[src/rtl/dmem_responder_pkg.sv]
// Shared definitions for the data-memory responder: funct3 codes,
// responder FSM encoding and the TRUE/FALSE constants used by the core.
package mem_defs;

  localparam logic TRUE  = 1'b1;
  localparam logic FALSE = 1'b0;

  // RV32I load/store width codes
  localparam logic [2:0] F3_B  = 3'b000;
  localparam logic [2:0] F3_H  = 3'b001;
  localparam logic [2:0] F3_W  = 3'b010;
  localparam logic [2:0] F3_BU = 3'b100;
  localparam logic [2:0] F3_HU = 3'b101;

  typedef enum logic [1:0] {
    ST_IDLE = 2'd0,
    ST_WAIT = 2'd1,
    ST_RESP = 2'd2
  } dmem_state_e;

endpackage

[src/rtl/dmem_responder_align.sv]
// Byte-lane steering for the data memory: store lane enables and data
// placement, load extraction and extension, and access legality flags.
module mem_align
  import mem_defs::*;
(
  input  logic [2:0]  funct3,
  input  logic [1:0]  addr_lo,
  input  logic        write,
  input  logic [31:0] wdata,
  input  logic [31:0] rdata_raw,
  output logic [3:0]  byte_en,
  output logic [31:0] wdata_shifted,
  output logic [31:0] rdata_ext,
  output logic        misalign,
  output logic        illegal
);

  logic [31:0] rdata_shift_s;

  // Move store data up to its lane and bring the addressed load lane down to bit 0
  always_comb begin
    wdata_shifted = wdata << {addr_lo, 3'b000};
    rdata_shift_s = rdata_raw >> {addr_lo, 3'b000};
  end

  // Decode access width into lane enables, extension and legality
  always_comb begin
    byte_en   = 4'b0000;
    rdata_ext = 32'h0000_0000;
    misalign  = FALSE;
    illegal   = FALSE;
    case (funct3)
      F3_B: begin
        byte_en   = 4'b0001 << addr_lo;
        rdata_ext = {{24{rdata_shift_s[7]}}, rdata_shift_s[7:0]};
      end
      F3_BU: begin
        byte_en   = 4'b0001 << addr_lo;
        rdata_ext = {24'h00_0000, rdata_shift_s[7:0]};
        illegal   = write;
      end
      F3_H: begin
        byte_en   = 4'b0011 << addr_lo;
        rdata_ext = {{16{rdata_shift_s[15]}}, rdata_shift_s[15:0]};
        misalign  = addr_lo[0];
      end
      F3_HU: begin
        byte_en   = 4'b0011 << addr_lo;
        rdata_ext = {16'h0000, rdata_shift_s[15:0]};
        misalign  = addr_lo[0];
        illegal   = write;
      end
      F3_W: begin
        byte_en   = 4'b1111;
        rdata_ext = rdata_raw;
        misalign  = (addr_lo != 2'b00);
      end
      default: begin
        illegal = TRUE;
      end
    endcase
  end

endmodule

[src/rtl/dmem_responder.sv]
// Data-memory responder for the RV32I MEM stage: valid/ready request and
// response channels, programmable access latency, little-endian byte array.
module dmem_responder
  import mem_defs::*;
#(
  parameter int ADDR_WIDTH = 6,
  parameter int LATENCY    = 1
) (
  input  logic                  clock,
  input  logic                  reset,
  input  logic                  req_valid,
  output logic                  req_ready,
  input  logic                  req_write,
  input  logic [2:0]            req_funct3,
  input  logic [31:0]           req_addr,
  input  logic [31:0]           req_wdata,
  output logic                  rsp_valid,
  input  logic                  rsp_ready,
  output logic [31:0]           rsp_rdata,
  output logic                  rsp_error,
  input  logic [ADDR_WIDTH-1:0] dbg_addr,
  output logic [7:0]            dbg_byte
);

  localparam int         DEPTH    = 2 ** ADDR_WIDTH;
  // Counter preload; the access happens on the edge it would step to zero
  localparam logic [3:0] LAT_LOAD = 4'(LATENCY - 1);

  dmem_state_e state_r;
  logic [3:0]  cnt_r;
  logic        hold_write_r;
  logic [2:0]  hold_funct3_r;
  logic [31:0] hold_addr_r;
  logic [31:0] hold_wdata_r;
  logic        req_ready_r;
  logic        rsp_valid_r;
  logic [31:0] rsp_rdata_r;
  logic        rsp_error_r;
  logic [7:0]  mem_r [DEPTH];

  logic                  acc_write_s;
  logic [2:0]            acc_funct3_s;
  logic [31:0]           acc_addr_s;
  logic [31:0]           acc_wdata_s;
  logic [ADDR_WIDTH-3:0] word_idx_s;
  logic [31:0]           rdata_raw_s;
  logic [3:0]            byte_en_s;
  logic [31:0]           wdata_shifted_s;
  logic [31:0]           rdata_ext_s;
  logic                  misalign_s;
  logic                  illegal_s;
  logic                  oor_s;
  logic                  error_s;
  logic                  enter_resp_s;
  logic                  commit_s;
  logic [31:0]           load_data_s;

  // With a one-cycle latency the access uses the live request, otherwise the held copy
  always_comb begin
    if (state_r == ST_IDLE) begin
      acc_write_s  = req_write;
      acc_funct3_s = req_funct3;
      acc_addr_s   = req_addr;
      acc_wdata_s  = req_wdata;
    end else begin
      acc_write_s  = hold_write_r;
      acc_funct3_s = hold_funct3_r;
      acc_addr_s   = hold_addr_r;
      acc_wdata_s  = hold_wdata_r;
    end
  end

  assign word_idx_s  = acc_addr_s[ADDR_WIDTH-1:2];
  assign rdata_raw_s = {mem_r[{word_idx_s, 2'd3}], mem_r[{word_idx_s, 2'd2}],
                        mem_r[{word_idx_s, 2'd1}], mem_r[{word_idx_s, 2'd0}]};
  assign oor_s       = |acc_addr_s[31:ADDR_WIDTH];

  mem_align u_align (
    .funct3        (acc_funct3_s),
    .addr_lo       (acc_addr_s[1:0]),
    .write         (acc_write_s),
    .wdata         (acc_wdata_s),
    .rdata_raw     (rdata_raw_s),
    .byte_en       (byte_en_s),
    .wdata_shifted (wdata_shifted_s),
    .rdata_ext     (rdata_ext_s),
    .misalign      (misalign_s),
    .illegal       (illegal_s)
  );

  // Identify the edge that performs the access and raises the response
  always_comb begin
    enter_resp_s = FALSE;
    case (state_r)
      ST_IDLE: enter_resp_s = req_valid && (LAT_LOAD == 4'd0);
      ST_WAIT: enter_resp_s = (cnt_r <= 4'd1);
      default: enter_resp_s = FALSE;
    endcase
  end

  assign error_s     = misalign_s | illegal_s | oor_s;
  assign commit_s    = enter_resp_s & acc_write_s & ~error_s;
  assign load_data_s = (error_s || acc_write_s) ? 32'h0000_0000 : rdata_ext_s;

  // Transaction FSM: accept, count down the latency, hold the response until taken
  always_ff @(posedge clock or posedge reset) begin
    if (reset) begin
      state_r       <= ST_IDLE;
      cnt_r         <= 4'd0;
      hold_write_r  <= FALSE;
      hold_funct3_r <= 3'b000;
      hold_addr_r   <= 32'h0000_0000;
      hold_wdata_r  <= 32'h0000_0000;
      req_ready_r   <= TRUE;
      rsp_valid_r   <= FALSE;
      rsp_rdata_r   <= 32'h0000_0000;
      rsp_error_r   <= FALSE;
    end else begin
      case (state_r)
        ST_IDLE: begin
          if (req_valid) begin
            hold_write_r  <= req_write;
            hold_funct3_r <= req_funct3;
            hold_addr_r   <= req_addr;
            hold_wdata_r  <= req_wdata;
            req_ready_r   <= FALSE;
            if (enter_resp_s) begin
              state_r     <= ST_RESP;
              cnt_r       <= 4'd0;
              rsp_valid_r <= TRUE;
              rsp_rdata_r <= load_data_s;
              rsp_error_r <= error_s;
            end else begin
              state_r     <= ST_WAIT;
              cnt_r       <= LAT_LOAD;
            end
          end
        end
        ST_WAIT: begin
          if (enter_resp_s) begin
            state_r     <= ST_RESP;
            cnt_r       <= 4'd0;
            rsp_valid_r <= TRUE;
            rsp_rdata_r <= load_data_s;
            rsp_error_r <= error_s;
          end else begin
            cnt_r       <= cnt_r - 4'd1;
          end
        end
        ST_RESP: begin
          if (rsp_ready) begin
            state_r     <= ST_IDLE;
            rsp_valid_r <= FALSE;
            req_ready_r <= TRUE;
          end
        end
        default: begin
          state_r     <= ST_IDLE;
          cnt_r       <= 4'd0;
          rsp_valid_r <= FALSE;
          req_ready_r <= TRUE;
        end
      endcase
    end
  end

  // Byte-array store port; reset suppresses the commit but never clears contents
  always_ff @(posedge clock or posedge reset) begin
    if (reset) begin
      // contents are deliberately retained across reset
    end else if (commit_s) begin
      for (int i = 0; i < 4; i++) begin
        if (byte_en_s[i]) begin
          mem_r[{word_idx_s, 2'(i)}] <= wdata_shifted_s[8*i +: 8];
        end
      end
    end
  end

  assign req_ready = req_ready_r;
  assign rsp_valid = rsp_valid_r;
  assign rsp_rdata = rsp_rdata_r;
  assign rsp_error = rsp_error_r;
  assign dbg_byte  = mem_r[dbg_addr];

endmodule

[config.mk]
export PLATFORM = sky130hd
export DESIGN_NAME = dmem_responder
export DESIGN_NICKNAME = d
export VERILOG_FILES = /design/src/rtl/dmem_responder_pkg.sv /design/src/rtl/dmem_responder_align.sv /design/src/rtl/dmem_responder.sv
export SDC_FILE = /design/constraint.sdc
export NUM_CORES = 1
export LEC_CHECK = 0
export CORE_ASPECT_RATIO = 0.5
export CORE_UTILIZATION = 54
export CTS_CLUSTER_DIAMETER = 50
export DETAILED_ROUTE_END_ITERATION = 16
export PLACE_DENSITY = 0.71
export SYNTH_ARGS = -nofsm -noshare
export SYNTH_HDL_FRONTEND = slang
export SYNTH_SLANG_ARGS = --single-unit
[constraint.sdc]
create_clock -name clock -period 7.2 [get_ports clock]
set_input_delay 1.08 -clock clock [delete_from_list [all_inputs] [get_ports clock]]
set_output_delay 1.08 -clock clock [all_outputs]
set_load 0.01 [all_outputs]
==> impl_metrics.json <==
{
  "status": "complete, but fails checks",
  "violations": "max-capacitance violations, max-slew violations",
  "max_freq_ghz": 0.185,
  "core_um2": 55700,
  "tightest_slew_ns": 1.51,
  "dieArea_um2": 57600,
  "yosysMostFrequentCell": "edfxtp_1",
  "die_h_um": 170,
  "hp-class": "flip-flop to flip-flop",
  "seq_area_frac_synth_pct": 59.3,
  "worst-setup-path-type": "primary input to primary output",
  "hpwl_um": 74500,
  "via_per_inst": 7.07,
  "pin_count": 121,
  "cp.buffers_inverters": 3,
  "overflow": 0,
  "cts_tree": "yes",
  "htree_levels": 2,
  "layout.nets": 2480,
  "tns_ns": 0,
  "synthTopCellsByArea": "edfxtp_1 (50%), mux4_2 (13%), dfrtp_1 (8.8%)",
  "leakage_uw": 0.0121,
  "start_kind": "primary input",
  "r2r_slack_ns": 2.17,
  "grt_max_degree": 87,
  "ys_warn_count": 0,
  "maxCapViolCount": 1,
  "slowest_delay_ns": 0.64,
  "start_util_pct": 54.8,
  "path_cells": "clkbuf_8 > buf_4 > mux4_2 > mux4_2 > mux4_2 > clkdlybuf4s50_1",
  "cts-root-buf": "clkbuf_16",
  "clk_latency_ns": 0.65,
  "numCtsBuffers": 56,
  "hold_viol_final": 0,
  "postRouteAntennaNets": 0,
  "cp_slowest_cell": "clkbuf_8",
  "cts_buffer_depth": 3,
  "p_per_area_nw_per_um2": 280,
  "synth.avg_cell_area_um2": 13.4,
  "stdcell_area_um2": 34700,
  "drive_above_1_share_pct": 21.4,
  "cts-resized-gates": 0,
  "end_kind": "primary output",
  "wl_per_cell_um": 33.7,
  "fin_util_pct": 62.3,
  "max_slew_margin_pct": -1.68,
  "post-synth-top-area-cell": "edfxtp_1",
  "syn_inst": 2283,
  "skew_ns": 0.0374,
  "synth_edf_count": 512,
  "areaGrowthSynthToFinish_pct": 13.6,
  "path_max_fanout": 70,
  "crit_start": "dbg_addr[0]",
  "ir_worst_vdd_v": 0.000189,
  "grt_pass1_wl_um": 153000,
  "drtIter0Drc": 3880,
  "syn-num-nets": 2363,
  "critPathTopFamily": "multiplexers",
  "synth_async_sr_flop_share_pct": 17.6,
  "first_pass_iters": 6,
  "post_cts_buffers": 0,
  "track_usage_pct": 37.8,
  "period_share_pct": 75.0,
  "fp.dieW_um": 338,
  "grt_pass1_vias": 21645,
  "reg2reg_from": "state_r[0]$_DFFE_PP0P_",
  "num_vias": 22689,
  "rows": 61,
  "cp_common_cell": "mux4_2",
  "dpl_cell_area_um2": 32900,
  "holdCritStartpoint": "hold_wdata_r[25]$_DFFE_PP0P_",
  "setup_violations": 0,
  "netlist-cell-type-count": 76,
  "wirelength_um": 108000,
  "cp.arrival_ns": 4.32,
  "grt_antenna_before_repair": 8,
  "syn_area_um2": 30500,
  "gp_congestion": 0.997,
  "synthFlopType": "edfxtp_1",
  "ys_ff_latch": 621,
  "synth_top_cell_area_share_pct": 50.3,
  "critPathRequiredTime_ns": 6.12,
  "hold_buffers": 0,
  "drc": 0,
  "clk_pin_slew_ns": 0.06,
  "netlist_top_cells_count": "edfxtp_1 (512), nand2_1 (385), nor2_1 (183)",
  "clock_sinks": 621,
  "rsz0062_at_grt": "no",
  "fin_crit_ns": 5.40,
  "slew_viol_final": 5,
  "port_buffers": 120
}
## cells by family (layout without fill, tap and decap cells)
family	count (synthesis)	after routing	synth area share [%]
AOI/OAI and AO/OA	350	350	7.58
xor gates and xnor gates	1	1	0.0287
adders and majority gates	2	2	0.0819
buffers and inverters	175	340	2.66
DFF	621	621	59.3
muxes	359	359	19.5
other	0	6	0
and+or+nand+nor	775	775	10.9
## metrics by stage
stage / setup WS, ns / power (uW) / std cells / hold WS [ns]
global route: 1.69 / 9890 / 3205 / 0.526
floorplan: 2.45 / 5580 / 2283 / 0.473
global placement: 1.83 / 6540 / 3098 / 0.490
finish: 1.80 / 9700 / 3210 / 0.508
detailed placement: 1.80 / 6580 / 3098 / 0.495
CTS: 1.80 / 9550 / 3204 / 0.511
## area by class of cell
cell class	instances	area, um2
diodes	6	15.0
clock buffers	75	1540
clock inverters	31	264
fillers	4223	21000
inverters	11	43.8
multi-input cells	1487	11800
flip-flops and latches	621	18100
well taps	756	946
repair buffers	223	2010
## per-layer routing
metal | vias up | global-route usage (%) | part of all wire (%)
met5 | - | 0 | 0.042
met4 | 6 | 12.9 | 4.0
met3 | 344 | 20.0 | 19
met2 | 2021 | 53.4 | 41
met1 | 11245 | 49.7 | 36
li1 | 9073 | - | -
## sequential cells by signal, summed over array words and instances, names as in the netlist
register,flops
mem_r,512
hold_addr_r,32
hold_wdata_r,32
rsp_rdata,32
cnt_r,4
hold_funct3_r,3
state_r,2
hold_write_r,1
req_ready,1
rsp_error,1
rsp_valid,1
## where the power goes
| part | leakage, uW | switching [uW] | internal, uW |
|---|---|---|---|
| logic | 0.00523 | 1680 | 722 |
| registers | 0.00601 | 79.9 | 4170 |
| clock network | 0.000888 | 1410 | 1640 |
## final timing paths
path                                                end  cells after the start
max reg2reg                   rsp_rdata[28]$_DFFE_PP0P_                     11
min in group asynchronous  hold_wdata_r[20]$_DFFE_PP0P_                      2
min reg2reg                hold_wdata_r[25]$_DFFE_PP0P_                      1
max                                         dbg_byte[3]                      6
min                        hold_wdata_r[25]$_DFFE_PP0P_                      1
max in group asynchronous    hold_addr_r[2]$_DFFE_PP0P_                      3
## layout by cell type (no fill, tap or decap), drive strengths merged, types with 22 or more instances in the layout
cell type        n
a21oi           77
buf            106
clkbuf          76
clkdlybuf4s50  116
clkinv          22
dfrtp          108
edfxtp         512
mux2            97
mux2i           84
mux4           178
nand2          386
nand3          112
nor2           184
o21ai           73
o22ai           56
(Power assumes the default switching activity.)
